<file path="src/rtl/mpu_reg_seq.sv">
// MPU-6050 register-level sequencer: turns one write/burst-read request into the byte
// sequence for the downstream I2C master FSM, pacing every step from that FSM's busy edges.
module mpu_reg_seq #(
    parameter logic [6:0] SLV_ADDR = 7'h68,
    parameter int         MAX_LEN  = 14,
    parameter int         TO_CYC   = 100000
) (
    input  logic       CLK,
    input  logic       RST_n,
    input  logic       I_START,
    input  logic       I_RW_REQ,
    input  logic [7:0] I_REG,
    input  logic [7:0] I_WDATA,
    input  logic [3:0] I_LEN,
    input  logic       I_BUSY,
    input  logic [7:0] I_DATA_RD,
    input  logic       I_ACK_FL,
    output logic       O_EN,
    output logic [6:0] O_ADDR,
    output logic       O_RW,
    output logic [7:0] O_DATA_WR,
    output logic [7:0] O_RD_DATA,
    output logic       O_RD_VLD,
    output logic [3:0] O_RD_IDX,
    output logic       O_READY,
    output logic       O_DONE,
    output logic       O_ERR
);

    localparam int              TW    = $clog2(TO_CYC + 1);
    localparam logic [TW-1:0]   TO_M1 = TW'(TO_CYC - 1);
    localparam logic [3:0]      MAX_L = 4'(MAX_LEN);

    typedef enum logic [2:0] {IDLE, LAUNCH, PTR, WDAT, RSTRT, RBYTE, RNEXT, FIN} st_t;

    st_t           st;
    logic          bsy_q;
    logic          rise;
    logic          fall;
    logic          timeout;
    logic [TW-1:0] timer;
    logic          rw_q;
    logic [7:0]    wdata_q;
    logic [3:0]    len_q;
    logic [3:0]    idx_q;

    function automatic logic [3:0] clamp_len(input logic [3:0] l);
        if (l == 4'd0) return 4'd1;
        if (l > MAX_L) return MAX_L;
        return l;
    endfunction

    assign O_ADDR  = SLV_ADDR;
    assign rise    = I_BUSY & ~bsy_q;
    assign fall    = ~I_BUSY & bsy_q;
    assign timeout = (timer == TO_M1) && !rise && !fall;

    always_ff @(posedge CLK or negedge RST_n) begin
        if (!RST_n) begin
            st        <= IDLE;
            bsy_q     <= 1'b0;
            timer     <= '0;
            rw_q      <= 1'b0;
            wdata_q   <= 8'h00;
            len_q     <= 4'd1;
            idx_q     <= 4'd0;
            O_EN      <= 1'b0;
            O_RW      <= 1'b0;
            O_DATA_WR <= 8'h00;
            O_RD_DATA <= 8'h00;
            O_RD_VLD  <= 1'b0;
            O_RD_IDX  <= 4'd0;
            O_READY   <= 1'b1;
            O_DONE    <= 1'b0;
            O_ERR     <= 1'b0;
        end else begin
            bsy_q    <= I_BUSY;
            O_RD_VLD <= 1'b0;
            if (st == IDLE || rise || fall)
                timer <= '0;
            else
                timer <= timer + TW'(1);

            case (st)
                IDLE: begin
                    if (I_START && O_READY) begin
                        rw_q      <= I_RW_REQ;
                        wdata_q   <= I_WDATA;
                        len_q     <= clamp_len(I_LEN);
                        O_EN      <= 1'b1;
                        O_RW      <= 1'b0;
                        O_DATA_WR <= I_REG;
                        O_READY   <= 1'b0;
                        st        <= LAUNCH;
                    end
                end
                // A read completion enters FIN with DONE still low so DONE follows the last strobe
                FIN: begin
                    O_EN <= 1'b0;
                    if (!O_DONE) begin
                        O_DONE <= 1'b1;
                    end else begin
                        O_DONE  <= 1'b0;
                        O_ERR   <= 1'b0;
                        O_READY <= 1'b1;
                        st      <= IDLE;
                    end
                end
                default: begin
                    if ((fall && I_ACK_FL) || timeout) begin
                        O_EN   <= 1'b0;
                        O_DONE <= 1'b1;
                        O_ERR  <= 1'b1;
                        st     <= FIN;
                    end else begin
                        case (st)
                            LAUNCH: if (rise) begin
                                if (rw_q) O_RW <= 1'b1;
                                else      O_DATA_WR <= wdata_q;
                                st <= PTR;
                            end
                            PTR: if (fall) begin
                                if (rw_q) begin
                                    st <= RSTRT;
                                end else begin
                                    O_EN <= 1'b0;
                                    st   <= WDAT;
                                end
                            end
                            WDAT: if (fall) begin
                                O_DONE <= 1'b1;
                                st     <= FIN;
                            end
                            RSTRT: if (rise) begin
                                O_EN  <= (len_q > 4'd1);
                                idx_q <= 4'd0;
                                st    <= RBYTE;
                            end
                            // Dropping EN one byte early makes the master NACK the final byte
                            RBYTE: if (fall) begin
                                O_RD_DATA <= I_DATA_RD;
                                O_RD_VLD  <= 1'b1;
                                O_RD_IDX  <= idx_q;
                                if (idx_q == len_q - 4'd1) begin
                                    st <= FIN;
                                end else begin
                                    idx_q <= idx_q + 4'd1;
                                    if (idx_q + 4'd1 == len_q - 4'd1) O_EN <= 1'b0;
                                    st <= RNEXT;
                                end
                            end
                            RNEXT: if (rise) st <= RBYTE;
                            default: st <= IDLE;
                        endcase
                    end
                end
            endcase
        end
    end

endmodule
</file>
<file path="config.mk">
export PLATFORM = sky130hd
export DESIGN_NAME = mpu_reg_seq
export DESIGN_NICKNAME = d
export VERILOG_FILES = /design/src/rtl/mpu_reg_seq.sv
export SDC_FILE = /design/constraint.sdc
export NUM_CORES = 1
export LEC_CHECK = 0
export BUFFER_PORTS_ARGS = -buffer_cell sky130_fd_sc_hd__buf_2
export CORE_UTILIZATION = 55
export CTS_BUF_LIST = sky130_fd_sc_hd__clkbuf_16
export CTS_CLUSTER_DIAMETER = 200
export DETAILED_ROUTE_END_ITERATION = 6
export PLACE_DENSITY = 0.78
export SETUP_SLACK_MARGIN = 0.3
export SLEW_MARGIN = 20
export SYNTH_ARGS = -nofsm -noshare
export SYNTH_HDL_FRONTEND = slang
export SYNTH_SLANG_ARGS = --single-unit
</file>
<file path="constraint.sdc">
create_clock -name CLK -period 2.7 [get_ports CLK]
set_input_delay 0.405 -clock CLK [delete_from_list [all_inputs] [get_ports CLK]]
set_output_delay 0.405 -clock CLK [all_outputs]
set_load 0.1 [all_outputs]
</file>
==> results of run 1 <==
## per-stage QoR
stage / util, % / total power [uW] / instances
6_report: 68.7 / 4870 / 452
5_1_grt: 68.7 / 5110 / 452
3_3_place_gp: 63.3 / 3700 / 435
3_5_place_dp: 63.3 / 3750 / 435
2_1_floorplan: - / 3400 / 316
4_1_cts: 68.7 / 4890 / 452
## state kept, by name, summed over array words and instances, names as in the netlist
signal and cells:
O_RW 1, rw_q 1, idx_q 4, O_ERR 1, st 3, O_RD_VLD 1
O_RD_IDX 4, O_DONE 1, O_RD_DATA 8, bsy_q 1, O_DATA_WR 8, len_q 4
O_READY 1, O_EN 1, wdata_q 8, timer 17
## layout by cell type, fill, tap and decap left out, drive strengths merged, types with 3 or more instances in the layout
master  netlist  routed
o31ai         3       3
clkbuf        5       9
xor2         12      12
dfrtp        62      62
conb          2       7
a21oi         9       9
nor3          9       9
nand4         5       5
clkinv        0       3
mux2         24      24
nand3        11      11
ha            4       4
mux2i         9       9
nand2        32      32
and3          4       4
inv           8       9
o21ai        24      24
xnor2        14      14
buf          13      65
nor2         34      34
a31oi         3       3
o211ai        4       4
## power by group through the flow
stage	sequential, uW	clock (uW)	combinational [uW]
global placement	1520	0	2180
CTS	1530	1140	2230
floorplan	2410	0	990
detailed placement	1540	0	2220
finish	1530	1120	2220
global route	1580	1170	2370
## logic make-up (layout without fill, tap and decap cells)
family	after synthesis	in the layout	synth area share (%)
other	2	7	0.231
buffers and inverters	26	90	5.32
XOR/XNOR	26	26	7.02
AND/OR/NAND/NOR	103	103	14.9
multiplexers	33	33	11.1
flip-flops	64	64	49.4
AO/OA/AOI/OAI	53	53	10.4
adder cells (fa/ha/maj)	4	4	1.54
## layer usage
metal	up-vias	wire length, um	track usage [%]
li1	1203	-	-
met1	1143	3110	33.5
met2	73	3050	37.7
met3	12	337	5.52
met4	0	93	8.18
met5	-	0	0
## final timing paths
kind                               from      endpoint  slack, ns
setup / recovery               timer[0]          O_EN       0.50
min in group asynchronous         RST_n          O_RW       0.50
max in group asynchronous         RST_n      len_q[0]       1.46
hold / removal                   I_BUSY         bsy_q       0.25
hold reg to reg            O_DATA_WR[7]  O_DATA_WR[7]       0.47
setup reg to reg               timer[0]          O_EN       0.50
## area by class of cell
type                    instances  share of cell area [%]
repair buffers                 66                    9.10
flip-flops and latches         64                    41.7
clock inverters                 7                    1.66
clock buffers                   9                    5.85
inverters                       8                   0.780
well taps                      72                    2.34
multi-input cells             226                    38.6
## worst max-delay path, stage by stage (launching register included)
cell and delay (ns):
sky130_fd_sc_hd__dfrtp_1 0.39, sky130_fd_sc_hd__ha_1 0.21, sky130_fd_sc_hd__and4_1 0.26, sky130_fd_sc_hd__nand2_1 0.14, sky130_fd_sc_hd__o21ai_2 0.45, sky130_fd_sc_hd__nor3_1 0.12, sky130_fd_sc_hd__a21oi_1 0.17, sky130_fd_sc_hd__mux2_2 0.34
==> out/summary.md, run 1 <==
The flow ran to the end, and the final reports show no timing, DRC or antenna violations. In this run the power spent charging and discharging nets is 2340 uW. The relative contribution of sequential cells to total power was 31.5%; the number of instances on the worst hold path was 1. Entering global routing, the biggest net connects 32 pins. The setup-violating endpoint count in the final report was 0. The leading cell type by number of instances after synthesis was sky130_fd_sc_hd__dfrtp_1. The detail route stage leaves a number of antenna-violating nets equal to 0. Net switching is 48.1% of the power.

TritonCTS built the clock tree. The finished cells cover 0.00385 mm2. After layout, the minimum clock period comes to 2.20 ns.

STA classifies the critical path endpoint as a flip-flop. At the pin with the least slew margin, the transition time is 0.978 ns. The H-tree was split into 3 levels.

Adding up every negative setup slack in the final design gives 0 ns. Final period utilization: 81.4%. The headroom to the max-slew limit was 34.3%; the detailed-route via count was 2431. The share of synthesized registers carrying an async set or reset is 100%, and the quantity of hold-fixing buffers added after cts is 1. The total setup buffers inserted after CTS was 0. The mapped netlist covers 0.00325 mm2. The proportion of layout cells with a drive suffix above 1 came out at 29.7%. The tightest hold path in the finished design has a slack of 0.249 ns.

Layout overhead on the synthesized area: 18.7%. In this run the core area contains 27 standard-cell rows. The number of antenna violations at the first check in global routing is 0. The number of global-route vias before repair is 2487, and the top cell type's share of synthesized area is 47.8%. Yosys attributes the largest share of cell area to sky130_fd_sc_hd__dfrtp_1 (48%), sky130_fd_sc_hd__mux2_2 (8.3%), sky130_fd_sc_hd__nor2_1 (3.9%). The final count of pins violating max slew was 0; the synthesized instance count was 311. Counting instances in the post-synthesis netlist gives the leading cell types as sky130_fd_sc_hd__dfrtp_1 (62), sky130_fd_sc_hd__nor2_1 (34), sky130_fd_sc_hd__nand2_1 (32), sky130_fd_sc_hd__mux2_2 (24), sky130_fd_sc_hd__o21ai_0 (19).

In this run the vertical extent of the chip is 78.8 um. After detailed routing, the average wire length per cell comes to 14.6 um. The worst-case IR drop observed on VDD is 1.01 mV. Global routing finished with a remaining overflow of 0.

The max-cap check violation count was 0; the post-cts sizing count was 0. Number of cells on the worst reg-to-reg path: 7. The run gives 44 as the count of distinct cell types in the synthesized netlist.

STA classifies the critical path startpoint as a flip-flop. The cell at the root of the clock tree is sky130_fd_sc_hd__clkbuf_16. The highest clock rate was 455 MHz; the power density of the placed cells was 1260 mW/mm2. The count of nets after finishing was 413; the total wire length after detailed routing was 6590 um. The logs give 2530 uW for the internal portion of total power and 2.91 ns for the data required time of the critical path. STA puts the critical path data arrival time at 2.41 ns.

In this run the worst path has a maximum fanout of 12. The worst hold path belongs to the class in -> reg. The run gives 4 as the detailed-routing iteration count for the pre-antenna-repair pass. Using the TritonRoute via totals, the vias-per-cell ratio works out to 5.38.

Cell area after placement: 0.00355 mm2. The number of synthesized flops with an enable pin was 0; the number of buffers on the longest clock path was 2. The total number of yosys warnings is 0, and the wire length of the first global-routing pass is 11600 um. Total area of sequential cells: 0.00160 mm2. The number of remaining DRC errors was 0; the proportion of synthesized chip area in sequential cells was 49.4%. In this run, CTS created clock tree buffers numbering 9. The worst-skew pair later-pin latency came out at 0.33 ns.

The number of top-level pins came out at 67. The static leakage power is 0.00180 uW. CTS saw 64 sinks. After floorplanning, the core was sized to cover 0.00561 mm2. Fraction of power consumed by combinational cells: 45.5%. Timing analysis after detailed placement gives a worst setup slack of 0.515 ns.

0 antenna diodes ended up in the layout. Setup repair after global routing left no endpoint under its margin. The tools report the number of hold violations in the final report as 0. The width of the chip was 78.8 um.

The logs give 24.2% for the global-route total usage across every layer and 0.00149 mm2 for the area of the multi-input gates. The clock transition time at the flip-flop clock pins of the worst setup and hold paths works out to 0.05 ns. The layout has 453 filler cells.

The clock network burns 23.0% of the power. The worst setup path is of the reg -> reg kind. The number of I/O port buffers came out at 59.

The floorplan step defined a die boundary enclosing 0.00621 mm2. The wire-length estimate of the detail-placed layout is 4660 um. The routability-driven placement congestion ratio was 0.849; the number of synthesized register bits was 64. The mean cell area of the mapped netlist came out at 10.4 um2. The cell taking the most area after synthesis is sky130_fd_sc_hd__dfrtp_1. For this block, the initial DRC count from the detailed router was 237. In the synthesized netlist the dominant register cell turns out to be sky130_fd_sc_hd__dfrtp_1. For the final database, setup skew stands at 0.00941 ns. Once the floorplan was initialized, standard cells occupied 57.9% of the core.

The tools report the worst path setup slack after routing as 0.502 ns.
No activity file was read; power rests on OpenSTA's default activity.
==> run 2: changes to the inputs <==
==> constraint.sdc (replaced) <==
create_clock -name CLK -period 2.3 [get_ports CLK]
set_input_delay 0.345 -clock CLK [delete_from_list [all_inputs] [get_ports CLK]]
set_output_delay 0.345 -clock CLK [all_outputs]
set_load 0.1 [all_outputs]
==> out/summary.md, run 2 (synthesis gave the netlist of run 1 again) <==
The cell sitting at the root of the clock tree is a sky130_fd_sc_hd__clkbuf_16. The number of buffers on the longest clock path is 2 (unchanged). Average wire per cell in the routed design: 15.0 um (+2.8%). For the internal portion of total power, the log shows 3150 uW (+25%). The maximum fanout count along the critical path is 4 (-8). The tightest min-delay check is of the in -> async type. The transition time at the pin with the least slew margin came out at 0.614 ns (-0.365 ns). The global-route total usage across every layer was 24.4% (+0.21 points). The data required time of the critical path is 2.50 ns (-0.41 ns), and the number of cells in the design after placement is 445 (+2.3%). The switching power share of the total is 47.5% (-0.57 points). The final non-filler cell total was 478 (+5.8%); the power density of the placed cells was 1450 mW/mm2 (+15%). The detailed-routing iteration count for the pre-antenna-repair pass is 6 (+2).

Among the stages of the critical path, the cell type that occurs most often is sky130_fd_sc_hd__buf_4. The DRC violation total after the first TritonRoute iteration came out at 302 (+27%). The width of the chip was 78.8 um (unchanged); the fraction of power consumed by combinational cells was 50.7% (+5.2 points). The run finished with clean final reports. Leaving out fill and tap cells, the most frequent cell in the layout is sky130_fd_sc_hd__dfrtp_1. The worst-skew pair later-pin latency came out at 0.33 ns (about the same).

The largest individual stage delay along the critical path comes from the cell sky130_fd_sc_hd__dfrtp_1. The final period utilization is 85.3% (+3.9 points), and the static leakage power is 0.00195 uW (+8.6%). TritonCTS built the clock tree. The run gives 410 (-9.5%) as the number of filler cells placed in the layout.

The number of global-route vias before repair is 2532 (+1.8%), and the setup-violating endpoint count in the final report is 0 (unchanged). The library cells used most frequently in the layout, excluding fill and tap cells, are sky130_fd_sc_hd__dfrtp_1 (61), sky130_fd_sc_hd__buf_2 (59), sky130_fd_sc_hd__nor2_1 (33), sky130_fd_sc_hd__nand2_1 (31), sky130_fd_sc_hd__buf_4 (31). The final HPWL from detailed placement is 4770 um (+2.2%), and the worst voltage drop across the vdd grid is 1.13 mV (+12%). The signal arrival time at the worst endpoint is 2.16 ns (-0.25 ns), and the power share of the clock group is 21.4% (-1.6 points). The tools report the critical path launch point type as a flip-flop. The worst clock skew on the final layout was 0.00942 ns (+0.0000143 ns); the remaining number of nets flagged by the antenna check after routing was 0 (unchanged).

The highest clock rate was 510 MHz (+12%). The number of antenna violations at the first check in global routing was 0 (unchanged). The run gives 28.0% (-3.5 points) as the relative contribution of sequential cells to total power.

The worst setup path is captured at a flip-flop. The average via count per standard cell is 5.58 (+3.7%), and the y dimension of the die is 78.8 um (unchanged). The number of cell rows is 27 (unchanged). The quantity of hold-fixing buffers added after cts is 0 (-1), and the final total power is 6000 uW (+23%). The flip-flop count of the largest register, all copies and words added is 17 (unchanged). The number of I/O port buffers works out to 59 (unchanged).

Walking the worst path, the cells encountered are ha_2 > and4_4 > nand2_2 > buf_4 > o211ai_1 > buf_4 > a211oi_4 > buf_4 > buf_4 > mux2i_1. The final count of pins violating max slew was 0 (unchanged); the max-cap check violation count was 0 (unchanged). The delay of the slowest cell on the worst path is 0.38 ns (-0.07 ns).

The run gives 57.9% (unchanged) as the effective utilization at floorplan. The number of remaining DRC errors was 0 (unchanged). The clock sink count is 64 (unchanged), and the layout overhead on the synthesized area is 27.3%. Routability-driven placement congestion ratio: 0.830 (-2.3%). For the antenna diode count, the log shows 0 (unchanged).

The clock transition time at the flip-flop clock pins of the worst setup and hold paths was 0.06 ns (about the same); the total net switching power was 2850 uW (+22%). The largest net degree at the start of global routing is 40 (+25%), and the minimum period implied by the final worst setup slack is 1.96 ns (-0.235 ns). Core region area: 0.00561 mm2 (unchanged). Full die area: 0.00621 mm2 (unchanged). The number of top-level pins is 67 (unchanged). The logs give 3 (unchanged) for the level count of the clock H-tree and 58.8% (+24 points) for the headroom to the max-slew limit. The detailed-route via count was 2666 (+9.7%). The proportion of layout cells with a drive suffix above 1 was 36.5% (+6.7 points). The total wire length after detailed routing was 7160 um (+8.7%). The total congestion overflow was 0 (unchanged). Type of the setup path with the least slack: reg -> reg. Setup repair after global routing could not meet its margin everywhere.

More flip-flops sit in one register than any other, and that register is timer. The wire length of the first global-routing pass is 11600 um (+0.17%). The run gives 9 (unchanged) as the CTS buffer count. The number of hold violations in the final report is 0 (unchanged). Count of nets after finishing: 439 (+6.3%).
-- run 2: changes by cell type in the layout (fill, tap and decap cells not counted), moves of 2 or more --
cell,delta
sky130_fd_sc_hd__xnor2_1,-2
sky130_fd_sc_hd__buf_4,+25
sky130_fd_sc_hd__inv_1,+2
sky130_fd_sc_hd__clkinv_2,-3
sky130_fd_sc_hd__ha_1,-2
sky130_fd_sc_hd__xnor2_2,+2
-- run 2: path summary, 6_finish.rpt --
path	to	depth (start not counted)	from	slack (ns)
max in group asynchronous	len_q[0]	2	RST_n	1.60
min reg2reg	O_DATA_WR[0]	2	O_DATA_WR[0]	0.48
max reg2reg	idx_q[0]	10	timer[0]	0.34
max	idx_q[0]	10	timer[0]	0.34
min	timer[4]	1	RST_n	0.02
min in group CLK	bsy_q	1	I_BUSY	0.20
-- run 2: timing repair --
action / 4_1_cts / 5_1_grt
setup endpoints to repair: 16 / 20
gates resized for setup: 4 / 12
setup buffers: 3 / 14
pin swaps: 2 / 6
-- run 2: final cells by class --
type                       count  area (um2)  area share, %
sequential                    64        1610           38.9
inverter                       8        30.0          0.727
timing repair buffer          92         559           13.5
tap                           72        90.1           2.18
clock buffer                   9         225           5.45
clock inverter                 7        60.1           1.45
multi-input combinational    226        1560           37.7
-- run 2: metal layers --
metal | share of wire [%] | wire [um] | global-route usage, %
met1 | 43 | 3050 | 32.2
met2 | 49 | 3500 | 39.0
met3 | 6.4 | 456 | 4.37
met4 | 2.1 | 150 | 12.4
met5 | 0 | 0 | 0
-- run 2: power groups by stage --
stage | sequential [uW] | clock, uW | combinational, uW
2_1_floorplan | 2830 | 0 | 1160
3_3_place_gp | 1680 | 0 | 2740
3_5_place_dp | 1700 | 0 | 2790
4_1_cts | 1680 | 1300 | 2860
5_1_grt | 1720 | 1350 | 3220
6_report | 1680 | 1280 | 3040
-- run 2: through the flow --
stage	util, %	hold slack, ns	setup TNS [ns]	cell area [um2]	setup WS (ns)
after floorplan	-	0.0494	0	3270	0.365
after global placement	65.0	0.387	-0.0661	3640	-0.00602
after detailed placement	65.0	0.387	-0.487	3640	-0.0485
after CTS	70.8	0.0413	0	3970	0.230
after global routing	73.7	0.0711	0	4130	0.232
final	73.7	0.0187	0	4130	0.337
-- run 2: worst max-delay path: cells and delay by family (launching register included) --
family / cells / cell delay [ns]
adder cells (fa/ha/maj): 1 / 0.19
flip-flops: 1 / 0.38
AO/OA/AOI/OAI: 2 / 0.38
buffers and inverters: 4 / 0.56
AND/OR/NAND/NOR: 2 / 0.28
multiplexers: 1 / 0.05
==> run 3: changes to the inputs <==
==> constraint.sdc (replaced) <==
create_clock -name CLK -period 2.3 [get_ports CLK]
set_input_delay 0.345 -clock CLK [delete_from_list [all_inputs] [get_ports CLK]]
set_output_delay 0.345 -clock CLK [all_outputs]
set_load 0.02 [all_outputs]
==> out/summary.md, run 3 (synthesis gave the netlist of run 1 again) <==
The run finished with clean final reports. The type of the setup path with the least slack is reg -> reg. The detailed-routing iteration count for the pre-antenna-repair pass was 4 (-2). The largest net degree at the start of global routing was 54 (+35%); the clock transition time at the flip-flop clock pins of the worst setup and hold paths was 0.05 ns (about the same). In this run the clock root is driven by a sky130_fd_sc_hd__clkbuf_16. The final count of pins violating max slew is 0 (unchanged). The maximum fanout count along the critical path is 6 (+2), and the total congestion overflow is 0 (unchanged).

The headroom to the max-slew limit is 59.9% (+1.1 points). Setup-violating endpoint count in the final report: 0 (unchanged). DRC violation total after the first TritonRoute iteration: 139 (-54%). For the total wire length after detailed routing, the log shows 7720 um (+7.8%). The highest clock rate is 503 MHz (-1.3%), and the final period utilization is 86.5% (+1.2 points). Layout overhead on the synthesized area: 30.1%. The number of cells on the worst reg-to-reg path works out to 8 (-2).

The tools report the number of remaining DRC errors as 0 (unchanged). In this run the most critical hold path is launched from I_BUSY. In this run the critical register-to-register path is captured at idx_q[1]. The path class of the tightest hold or removal check is in -> reg. The cell area after placement was 0.00362 mm2 (-0.72%); the signal arrival time at the worst endpoint was 2.22 ns (+0.06 ns). TritonCTS built the clock tree.

In the layout the commonest cells are sky130_fd_sc_hd__dfrtp_1 (60), sky130_fd_sc_hd__buf_2 (59), sky130_fd_sc_hd__nor2_1 (32), sky130_fd_sc_hd__nand2_1 (31), sky130_fd_sc_hd__buf_4 (24). The critical path capture point was idx_q[1]. Detailed-route via count: 2689 (+0.86%).

The number of antenna violations at the first check in global routing was 0 (unchanged). Setup repair after global routing could not meet its margin everywhere. The tools report the critical path launch point type as a flip-flop. For the static leakage power, the log shows 0.00199 uW (+1.6%). The full die area is 0.00621 mm2 (unchanged), and the worst voltage drop across the vdd grid is 0.796 mV (-30%).

The final total negative setup slack came out at 0 ns (unchanged). The flip-flop count of the largest register, all copies and words added was 17 (unchanged); the average via count per standard cell was 5.65 (+1.3%). The run gives 0.00561 mm2 (unchanged) as the core region area. The kind of end point of the critical path was a flip-flop.

The logs give 11500 um (-1.1%) for the wire length of the first global-routing pass and 57.9% (unchanged) for the effective utilization at floorplan. The area of all placed cells without fillers was 0.00422 mm2 (+2.1%); the power density of the placed cells was 1220 mW/mm2 (-16%). The transition time at the pin with the least slew margin is 0.601 ns (-0.0123 ns), and the number of buffers on the longest clock path is 2 (unchanged). The worst clock skew on the final layout is 0.00436 ns (-0.00507 ns).

The antenna diode count was 0 (unchanged); the width of the chip was 78.8 um (unchanged). For the number of cells in the design after placement, the log shows 442 (-0.67%). Most common library cell in the layout ignoring fill and taps: sky130_fd_sc_hd__dfrtp_1. For the data required time of the critical path, the log shows 2.53 ns (+0.03 ns). Top register by number of flip-flops: timer.

The minimum period implied by the final worst setup slack was 1.99 ns (+0.0268 ns); the routability-driven placement congestion ratio was 0.862 (+3.9%). The average wire per cell in the routed design was 16.2 um (+8.2%). The y dimension of the die came out at 78.8 um (unchanged). Count of nets after finishing: 438 (-0.23%). Proportion of layout cells with a drive suffix above 1: 38.6% (+2.2 points). The startpoint identified for the worst register-to-register timing path is len_q[0]. The number of top-level pins is 67 (unchanged), and the number of global-route vias before repair is 2544 (+0.47%). The CTS buffer count is 9 (unchanged), and the slack of the worst reg-to-reg path is 0.31 ns (-0.03 ns). The tools report the max-cap check violation count as 0 (unchanged). The worst-skew pair later-pin latency came out at 0.32 ns (about the same).

The tools report the level count of the clock H-tree as 3 (unchanged). The logs give 64 (unchanged) for the clock sink count and 0 (unchanged) for the number of hold violations in the final report. Number of filler cells placed in the layout: 374 (-8.8%). The number of cell rows is 27 (unchanged). The most critical setup path has its startpoint at len_q[0]. The remaining number of nets flagged by the antenna check after routing was 0 (unchanged); the global-route total usage across every layer was 23.8% (-0.64 points). The final non-filler cell total is 476 (-0.42%), and the number of I/O port buffers is 59 (unchanged). The run gives 4670 um (-2.0%) as the final HPWL from detailed placement.
run 3: power by group:
part           internal, uW  switching, uW
Sequential             1460            225
Clock                   929            456
Combinational           886           1210
Total                  3270           1890
run 3: worst min-delay path by stage:
stage / cells past startpoint / endpoint / slack, ns
floorplan: 0 / O_DATA_WR[0] / 0.05
CTS: 1 / bsy_q / 0.21
global placement: 1 / O_DATA_WR[7] / 0.25
global route: 1 / bsy_q / 0.22
detailed placement: 1 / O_DATA_WR[7] / 0.25
finish: 1 / bsy_q / 0.22
run 3: stage by stage:
step / setup slack (ns) / total power, uW / hold WS (ns) / utilization, %
4_1_cts: 0.297 / 4880 / 0.209 / 71.1
5_1_grt: 0.240 / 5420 / 0.221 / 75.3
6_report: 0.311 / 5160 / 0.220 / 75.3
2_1_floorplan: 0.365 / 2980 / 0.0494 / -
3_5_place_dp: -0.0376 / 3450 / 0.246 / 64.5
3_3_place_gp: 0.00871 / 3390 / 0.246 / 64.5
run 3: routing by layer:
layer	GRT usage (%)	up-vias	wire [um]
li1	-	1245	-
met1	31.3	1338	3330
met2	38.0	91	3860
met3	5.17	15	416
met4	10.4	0	115
met5	0	-	0
run 3: cell type report:
class                           instances  area, um2  share of cell area (%)
Timing Repair Buffer                   91        604                    14.3
Sequential cell                        64       1610                    38.1
Inverter                                8       30.0                   0.711
Clock buffer                            9        225                    5.33
Multi-Input combinational cell        226       1590                    37.6
Clock inverter                          6       77.6                    1.84
Tap cell                               72       90.1                    2.13
run 3: timing repair:
item / 4_1_cts / 5_1_grt
resized for setup: 7 / 22
gates cloned: 0 / 1
buffers inserted: 3 / 14
setup endpoints to repair: 24 / 30
pin swaps: 4 / 8
hold buffers: 1 / 0
endpoints found under the hold margin: 11 / 0
run 3: worst max-delay path, stage by stage (launching register included):
cell and delay (ns):
sky130_fd_sc_hd__dfstp_2 0.37, sky130_fd_sc_hd__buf_4 0.14, sky130_fd_sc_hd__nor3_1 0.34, sky130_fd_sc_hd__xnor2_2 0.21
sky130_fd_sc_hd__nor3_4 0.11, sky130_fd_sc_hd__a211oi_4 0.36, sky130_fd_sc_hd__buf_4 0.19, sky130_fd_sc_hd__nand3_1 0.09
sky130_fd_sc_hd__o21ai_0 0.09
